`config.mk`:
```
export PLATFORM = sky130hd
export DESIGN_NAME = led_breathe_sequencer
export DESIGN_NICKNAME = d
export VERILOG_FILES = /design/src/rtl/led_seq_pkg.sv /design/src/rtl/led_breathe_sequencer_tick_prescaler.sv /design/src/rtl/led_breathe_sequencer.sv
export SDC_FILE = /design/constraint.sdc
export NUM_CORES = 1
export LEC_CHECK = 0
export ABC_AREA = 1
export CAP_MARGIN = 20
export CORE_ASPECT_RATIO = 0.75
export CORE_MARGIN = 5
export CORE_UTILIZATION = 45
export CTS_CLUSTER_SIZE = 40
export DETAILED_ROUTE_END_ITERATION = 6
export PLACE_DENSITY = 0.75
export SETUP_SLACK_MARGIN = 0.2
export SLEW_MARGIN = 20
export SYNTH_ARGS = -nofsm -noshare
export SYNTH_HDL_FRONTEND = slang
export SYNTH_SLANG_ARGS = --single-unit
```
`constraint.sdc`:
```
create_clock -name WB_CLK -period 4.45 [get_ports WB_CLK]
set_clock_uncertainty 0.05 [all_clocks]
set_input_delay 0.89 -clock WB_CLK [delete_from_list [all_inputs] [get_ports WB_CLK]]
set_output_delay 0.89 -clock WB_CLK [all_outputs]
set_load 0.05 [all_outputs]
```
`src/rtl/led_seq_pkg.sv`:
```
// Shared types and sizing helpers for the LED breathing sequencer.
//   seq_state_t : breathing FSM state encoding
//   idx_width   : bits needed to index N LEDs (at least 1)
//   cnt_width   : bits needed to hold a count 0..n (at least 1)
//   duty_max    : full-scale duty for a given PWM width
package led_seq_pkg;

    typedef enum logic [2:0] {
        IDLE      = 3'd0,
        RAMP_UP   = 3'd1,
        HOLD_HI   = 3'd2,
        RAMP_DOWN = 3'd3,
        HOLD_LO   = 3'd4
    } seq_state_t;

    function automatic int idx_width(input int n);
        return (n > 1) ? $clog2(n) : 1;
    endfunction

    function automatic int cnt_width(input int n);
        return (n > 0) ? $clog2(n + 1) : 1;
    endfunction

    function automatic int duty_max(input int w);
        return (1 << w) - 1;
    endfunction

endpackage

```
`src/rtl/led_breathe_sequencer_tick_prescaler.sv`:
```
// Programmable tick prescaler.
//   clk      : clock
//   srst     : synchronous active-high reset (loads load_val)
//   load     : hold the counter at load_val (sequencer idle)
//   enable   : allow counting / tick generation
//   load_val : tick period minus 1, sampled on reset, load and reload only
//   tick     : combinational pulse while the counter sits at zero
module tick_prescaler #(
    parameter int PRESCALE_W = 24
) (
    input  logic                  clk,
    input  logic                  srst,
    input  logic                  load,
    input  logic                  enable,
    input  logic [PRESCALE_W-1:0] load_val,
    output logic                  tick
);

    logic [PRESCALE_W-1:0] psc_reg;

    assign tick = enable && !load && (psc_reg == '0);

    always_ff @(posedge clk) begin
        if (srst) begin
            psc_reg <= load_val;
        end else if (load) begin
            psc_reg <= load_val;
        end else if (enable) begin
            if (psc_reg == '0) begin
                psc_reg <= load_val;
            end else begin
                psc_reg <= psc_reg - 1'b1;
            end
        end
    end

endmodule

```
`src/rtl/led_breathe_sequencer.sv`:
```
// PWM "breathing" LED sequencer. Each LED ramps up, holds, ramps down and
// holds; in chase mode the sequence then moves to the next LED, in sync
// mode all LEDs breathe together.
//   WB_CLK     : fabric clock
//   WB_RST     : synchronous active-high reset
//   en         : run enable, 0 forces idle
//   sync_all   : 1 = all LEDs share one duty, 0 = chase
//   step_div   : tick period minus 1 in WB_CLK cycles
//   led        : registered active-high LED drive
//   active_idx : index of the LED currently breathing
//   cycle_done : one-cycle pulse on chase wrap, or every HOLD_LO exit in sync mode
module led_breathe_sequencer
    import led_seq_pkg::*;
#(
    parameter int LED_N      = 3,
    parameter int PWM_W      = 8,
    parameter int PRESCALE_W = 24,
    parameter int HOLD_TICKS = 64
) (
    input  logic                      WB_CLK,
    input  logic                      WB_RST,
    input  logic                      en,
    input  logic                      sync_all,
    input  logic [PRESCALE_W-1:0]     step_div,
    output logic [LED_N-1:0]          led,
    output logic [$clog2(LED_N)-1:0]  active_idx,
    output logic                      cycle_done
);

    localparam int IDX_W  = idx_width(LED_N);
    localparam int HOLD_W = cnt_width(HOLD_TICKS - 1);
    localparam logic [PWM_W-1:0]  DUTY_MAX  = PWM_W'(duty_max(PWM_W));
    localparam logic [HOLD_W-1:0] HOLD_LAST = HOLD_W'(HOLD_TICKS - 1);
    localparam logic [IDX_W-1:0]  IDX_LAST  = IDX_W'(LED_N - 1);

    seq_state_t         state_reg, state_next;
    logic [PWM_W-1:0]   duty_reg, duty_next;
    logic [PWM_W-1:0]   pwm_reg, pwm_next;
    logic [HOLD_W-1:0]  hold_reg, hold_next;
    logic [IDX_W-1:0]   idx_reg, idx_next;
    logic [LED_N-1:0]   led_reg, led_next;
    logic               cycle_done_reg, cycle_done_next;
    logic               tick;
    logic               hold_last;

    tick_prescaler #(
        .PRESCALE_W (PRESCALE_W)
    ) u_prescaler (
        .clk      (WB_CLK),
        .srst     (WB_RST),
        .load     (state_reg == IDLE),
        .enable   (en),
        .load_val (step_div),
        .tick     (tick)
    );

    // State register, including datapath counters and registered outputs.
    always_ff @(posedge WB_CLK) begin
        if (WB_RST) begin
            state_reg      <= IDLE;
            duty_reg       <= '0;
            pwm_reg        <= '0;
            hold_reg       <= '0;
            idx_reg        <= '0;
            led_reg        <= '0;
            cycle_done_reg <= 1'b0;
        end else begin
            state_reg      <= state_next;
            duty_reg       <= duty_next;
            pwm_reg        <= pwm_next;
            hold_reg       <= hold_next;
            idx_reg        <= idx_next;
            led_reg        <= led_next;
            cycle_done_reg <= cycle_done_next;
        end
    end

    assign hold_last = (hold_reg == HOLD_LAST);

    // Next-state logic. Ramp/hold progress only on a prescaler tick; the
    // idle exit and the en drop act immediately.
    always_comb begin
        state_next      = state_reg;
        duty_next       = duty_reg;
        hold_next       = hold_reg;
        idx_next        = idx_reg;
        cycle_done_next = 1'b0;
        pwm_next        = (state_reg == IDLE) ? pwm_reg : pwm_reg + 1'b1;

        if (!en) begin
            state_next = IDLE;
            duty_next  = '0;
            hold_next  = '0;
            idx_next   = '0;
            pwm_next   = '0;
        end else begin
            case (state_reg)
                IDLE: begin
                    state_next = RAMP_UP;
                end
                RAMP_UP: begin
                    if (tick) begin
                        duty_next = duty_reg + 1'b1;
                        if (duty_reg == DUTY_MAX - 1'b1) begin
                            state_next = HOLD_HI;
                        end
                    end
                end
                HOLD_HI: begin
                    if (tick) begin
                        if (hold_last) begin
                            hold_next  = '0;
                            state_next = RAMP_DOWN;
                        end else begin
                            hold_next = hold_reg + 1'b1;
                        end
                    end
                end
                RAMP_DOWN: begin
                    if (tick) begin
                        duty_next = duty_reg - 1'b1;
                        if (duty_reg == PWM_W'(1)) begin
                            state_next = HOLD_LO;
                        end
                    end
                end
                HOLD_LO: begin
                    if (tick) begin
                        if (hold_last) begin
                            hold_next  = '0;
                            state_next = RAMP_UP;
                            // In sync mode the index stays put and every
                            // breath completion counts as a full cycle.
                            if (sync_all) begin
                                cycle_done_next = 1'b1;
                            end else if (idx_reg == IDX_LAST) begin
                                idx_next        = '0;
                                cycle_done_next = 1'b1;
                            end else begin
                                idx_next = idx_reg + 1'b1;
                            end
                        end else begin
                            hold_next = hold_reg + 1'b1;
                        end
                    end
                end
                default: begin
                    state_next = IDLE;
                end
            endcase
        end
    end

    // Output logic: per-LED PWM compare against the current duty.
    generate
        for (genvar gi = 0; gi < LED_N; gi++) begin : g_led
            always_comb begin
                led_next[gi] = (sync_all || (idx_reg == IDX_W'(gi))) && (duty_reg > pwm_reg);
            end
        end
    endgenerate

    assign led        = led_reg;
    assign active_idx = idx_reg;
    assign cycle_done = cycle_done_reg;

endmodule

```
==> flow_metrics.tcl <==
set metrics [dict create \
    status "finished clean" \
    drive_above_1_share_pct 7.16 \
    grt_pass1_wl_um 12700 \
    synth_xor_area_share_pct 5.05 \
    p_per_area_nw_per_um2 475 \
    ys_top_cells_by_area "edfxtp_1, dfxtp_1, nor2_1" \
    ios 34 \
    cts_tree "done" \
    grtUsageMet2_pct 22.5 \
    vdd_drop_max_mv 0.199 \
    reg2reg_depth 8 \
    routed_wl_um 7370 \
    maxCapViolations 0 \
    dp_hpwl_um 5650 \
    wl_per_cell_um 12.2 \
    synth_top_area_share_pct 20.8 \
    fin_cells 604 \
    die_height_um 86.0 \
    synth_compound_area_share_pct 10.2 \
    swShare_pct 43.0 \
    syn_area_um2 3470 \
    dieArea_um2 9580 \
    fin_nets 546 \
    largest_reg_flops 24 \
    cp-start-kind "primary input" \
    port_buffers 33 \
    synthAdderAreaFrac_pct 5.77 \
    start_util_pct 46.7 \
    grt_pass1_vias 2798 \
    post_cts_buffers 0 \
    comb_power_share_pct 41.0 \
    hold_viol 0 \
    yosys.area_share.simple_pct 33.5 \
    r2r_end "u_prescaler.psc_reg[2]" \
    tightest_slew_ns 0.493 \
    grt_overflow 0 \
    cts_sinks 55 \
    routabilityCongestion 0.891 \
    use_met1_pct 24.1 \
    rsz0062_at_grt "no" \
    arrival_ns 2.54 \
    grt_usage_pct 15.8 \
    power_frac_clock_pct 15.1 \
    final.setup.tns_ns 0 \
    die_width_um 111 \
    reg2reg_slack_ns 2.31 \
    dr_total_vias 3061 \
    ys_seq_area_share_pct 38.7 \
    yosys.cell_types.count 36 \
    clkTransAtPathRegs_ns 0.10 \
    ys_ff_latch 55 \
    rows 27 \
    ys_warn_count 0 \
    clock_latency_ns 0.31 \
    synth_top_cell_by_area "edfxtp_1" \
    synth_top_family_by_area "simple AND/OR/NAND/NOR gates" \
    drt_iter0_markers 329 \
    dp_slack_ns 1.53 \
    max_slew_margin_pct 67.0 \
    synth_mux_area_share_pct 0.577 \
    crit_slowest_cell "clkdlybuf4s50_1" \
    crit_required_ns 4.47 \
    cts-root-buf "clkbuf_8" \
    min_period_ns 2.52 \
    critPathMaxFanout 29 \
    drv_slew 0 \
    synthesis.nets 510 \
    critical_path.max_stage_delay_ns 0.50 \
    firstDrtPassIters 5 \
    hold_start "hold_reg[3]" \
    design.core.area_um2 7430 \
    diodes 0 \
    worst_hold_path_type "flip-flop to flip-flop" \
    antenna_found_initial 0 \
    setup_violations 0 \
    ant_nets 0 \
    grt_max_degree 30 \
    drc 0 \
    area_growth_pct 15.3 \
    r2r-start "u_prescaler.psc_reg[3]" \
    final.period_utilization_pct 56.6 \
    min_path_cells 2 \
    p_seq_share_pct 44.0 \
    fmax_mhz 397 \
    syn_area_per_cell_um2 7.44 \
    ctsHoldBuffers 0 \
    worst_slack_ns 1.93 \
    worst-setup-path-type "primary input to flip-flop" \
    htree_levels 2 \
    p_leak_uw 0.00159 \
    crit_path_end_kind "flip-flop" \
    grt_util_met3_pct 3.10 \
    hold_end "hold_reg[3]" \
    cts_resized 0 \
    cts_buffers 5 \
    num-fill-cells 696 \
    dp_cells 595 \
    syn-instance-count 466 \
    via_per_inst 5.07 \
    p_sw_uw 816 \
    clockBufferDepth 2 \
    path_cells "clkdlybuf4s50_1 -> nor2_1 -> nand2_4 -> inv_2 -> nand3_1 -> o21ai_0 -> inv_1" \
    busiest_layer "met1" \
    power.internal_uw 1080 \
]
==> layout by cell type, fill, tap and decap left out, types with 2 or more instances in the layout <==
cell             Yosys  routed
inv_2                3       3
o21ai_0             23      23
nand4_1              8       8
nor3_4               2       2
a21oi_1             33      33
clkdlybuf4s50_1      0      33
nand2_2              4       4
a31oi_1              4       4
nand3_1             34      34
clkinv_4             0       2
inv_1               44      44
clkbuf_8             0       5
or2_2                2       2
xor2_1              15      15
nor4_1               2       2
ha_1                16      16
nor3_1              11      11
nor2_2               7       7
nor2_4               2       2
edfxtp_1            24      24
dfxtp_1             31      31
xnor2_1              5       5
nand2_1             85      85
mux2i_1              2       2
nor2_1              91      91
a21oi_2              2       2
==> critical path: cells and delay by family <==
family / cells / cell delay [ns]
buffers and inverters: 3 / 0.96
and+or+nand+nor: 3 / 0.56
AOI/OAI and AO/OA: 1 / 0.11
==> per-stage QoR <==
stage / area, µm² / total power, µW / hold slack [ns] / util, %
finish: 4000 / 1900 / 0.449 / 53.8
global route: 4000 / 2050 / 0.472 / 53.8
CTS: 3980 / 1890 / 0.454 / 53.6
detailed placement: 3890 / 1610 / 0.437 / 52.4
global placement: 3890 / 1590 / 0.423 / 52.4
floorplan: 3470 / 1440 / 0.408 / -
==> cells in the mapped netlist <==
cell type and instances:
nor2_2 7, xnor2_1 5, nor3_1 11, buf_2 3, nand4_1 8, nand2_2 4, and3_1 1, ha_1 16
nor2_4 2, edfxtp_1 24, o31ai_1 1, o211a_1 1, nor2_8 1, buf_6 2, a31oi_1 4, nand3b_1 1
or2_2 2, nor3_2 1, nand3_1 34, inv_2 3, nor3_4 2, inv_1 44, a21oi_2 2, o211ai_1 1
nand2_4 1, nand2_1 85, o21ai_0 23, o21ai_1 1, a21oi_1 33, nand4_4 1, clkbuf_1 1, nor4_1 2
nor2_1 91, mux2i_1 2, dfxtp_1 31, xor2_1 15
==> metal layers <==
metal	vias up	routed length, µm
met5	-	0
met4	0	86
met3	10	426
met2	101	2920
met1	1334	3940
li1	1616	-
==> how the worst max path moves through the flow <==
stage,start,to,slack [ns],cells after the start
CTS,WB_RST,u_prescaler.psc_reg[15],1.87,3
floorplan,WB_RST,u_prescaler.psc_reg[0],2.42,2
finish,WB_RST,u_prescaler.psc_reg[2],1.93,7
global route,WB_RST,u_prescaler.psc_reg[2],1.77,7
detailed placement,WB_RST,u_prescaler.psc_reg[11],1.53,3
global placement,WB_RST,u_prescaler.psc_reg[11],1.57,3
==> logic make-up after synthesis <==
| group | Yosys count |
|---|---|
| and+or+nand+nor | 254 |
| AOI/OAI and AO/OA | 66 |
| DFF | 55 |
| buffers and inverters | 53 |
| xor gates and xnor gates | 20 |
| adders and majority gates | 16 |
| muxes | 2 |
==> power groups by stage <==
stage,Clock [µW],Sequential [µW],Combinational (µW)
after floorplan,0,828,609
after global placement,0,841,746
after detailed placement,0,846,763
after CTS,291,837,767
after global routing,312,857,881
final,286,835,778
==> area by class of cell <==
| cell class | count | area (µm²) | area share, % |
|---|---|---|---|
| Sequential cell | 55 | 1340 | 33.5 |
| Timing Repair Buffer | 35 | 353 | 8.82 |
| Clock inverter | 3 | 23.8 | 0.594 |
| Inverter | 47 | 176 | 4.41 |
| Clock buffer | 5 | 68.8 | 1.72 |
| Tap cell | 101 | 126 | 3.16 |
| Multi-Input combinational cell | 358 | 1910 | 47.7 |
No activity file was read; power rests on OpenSTA's default activity.
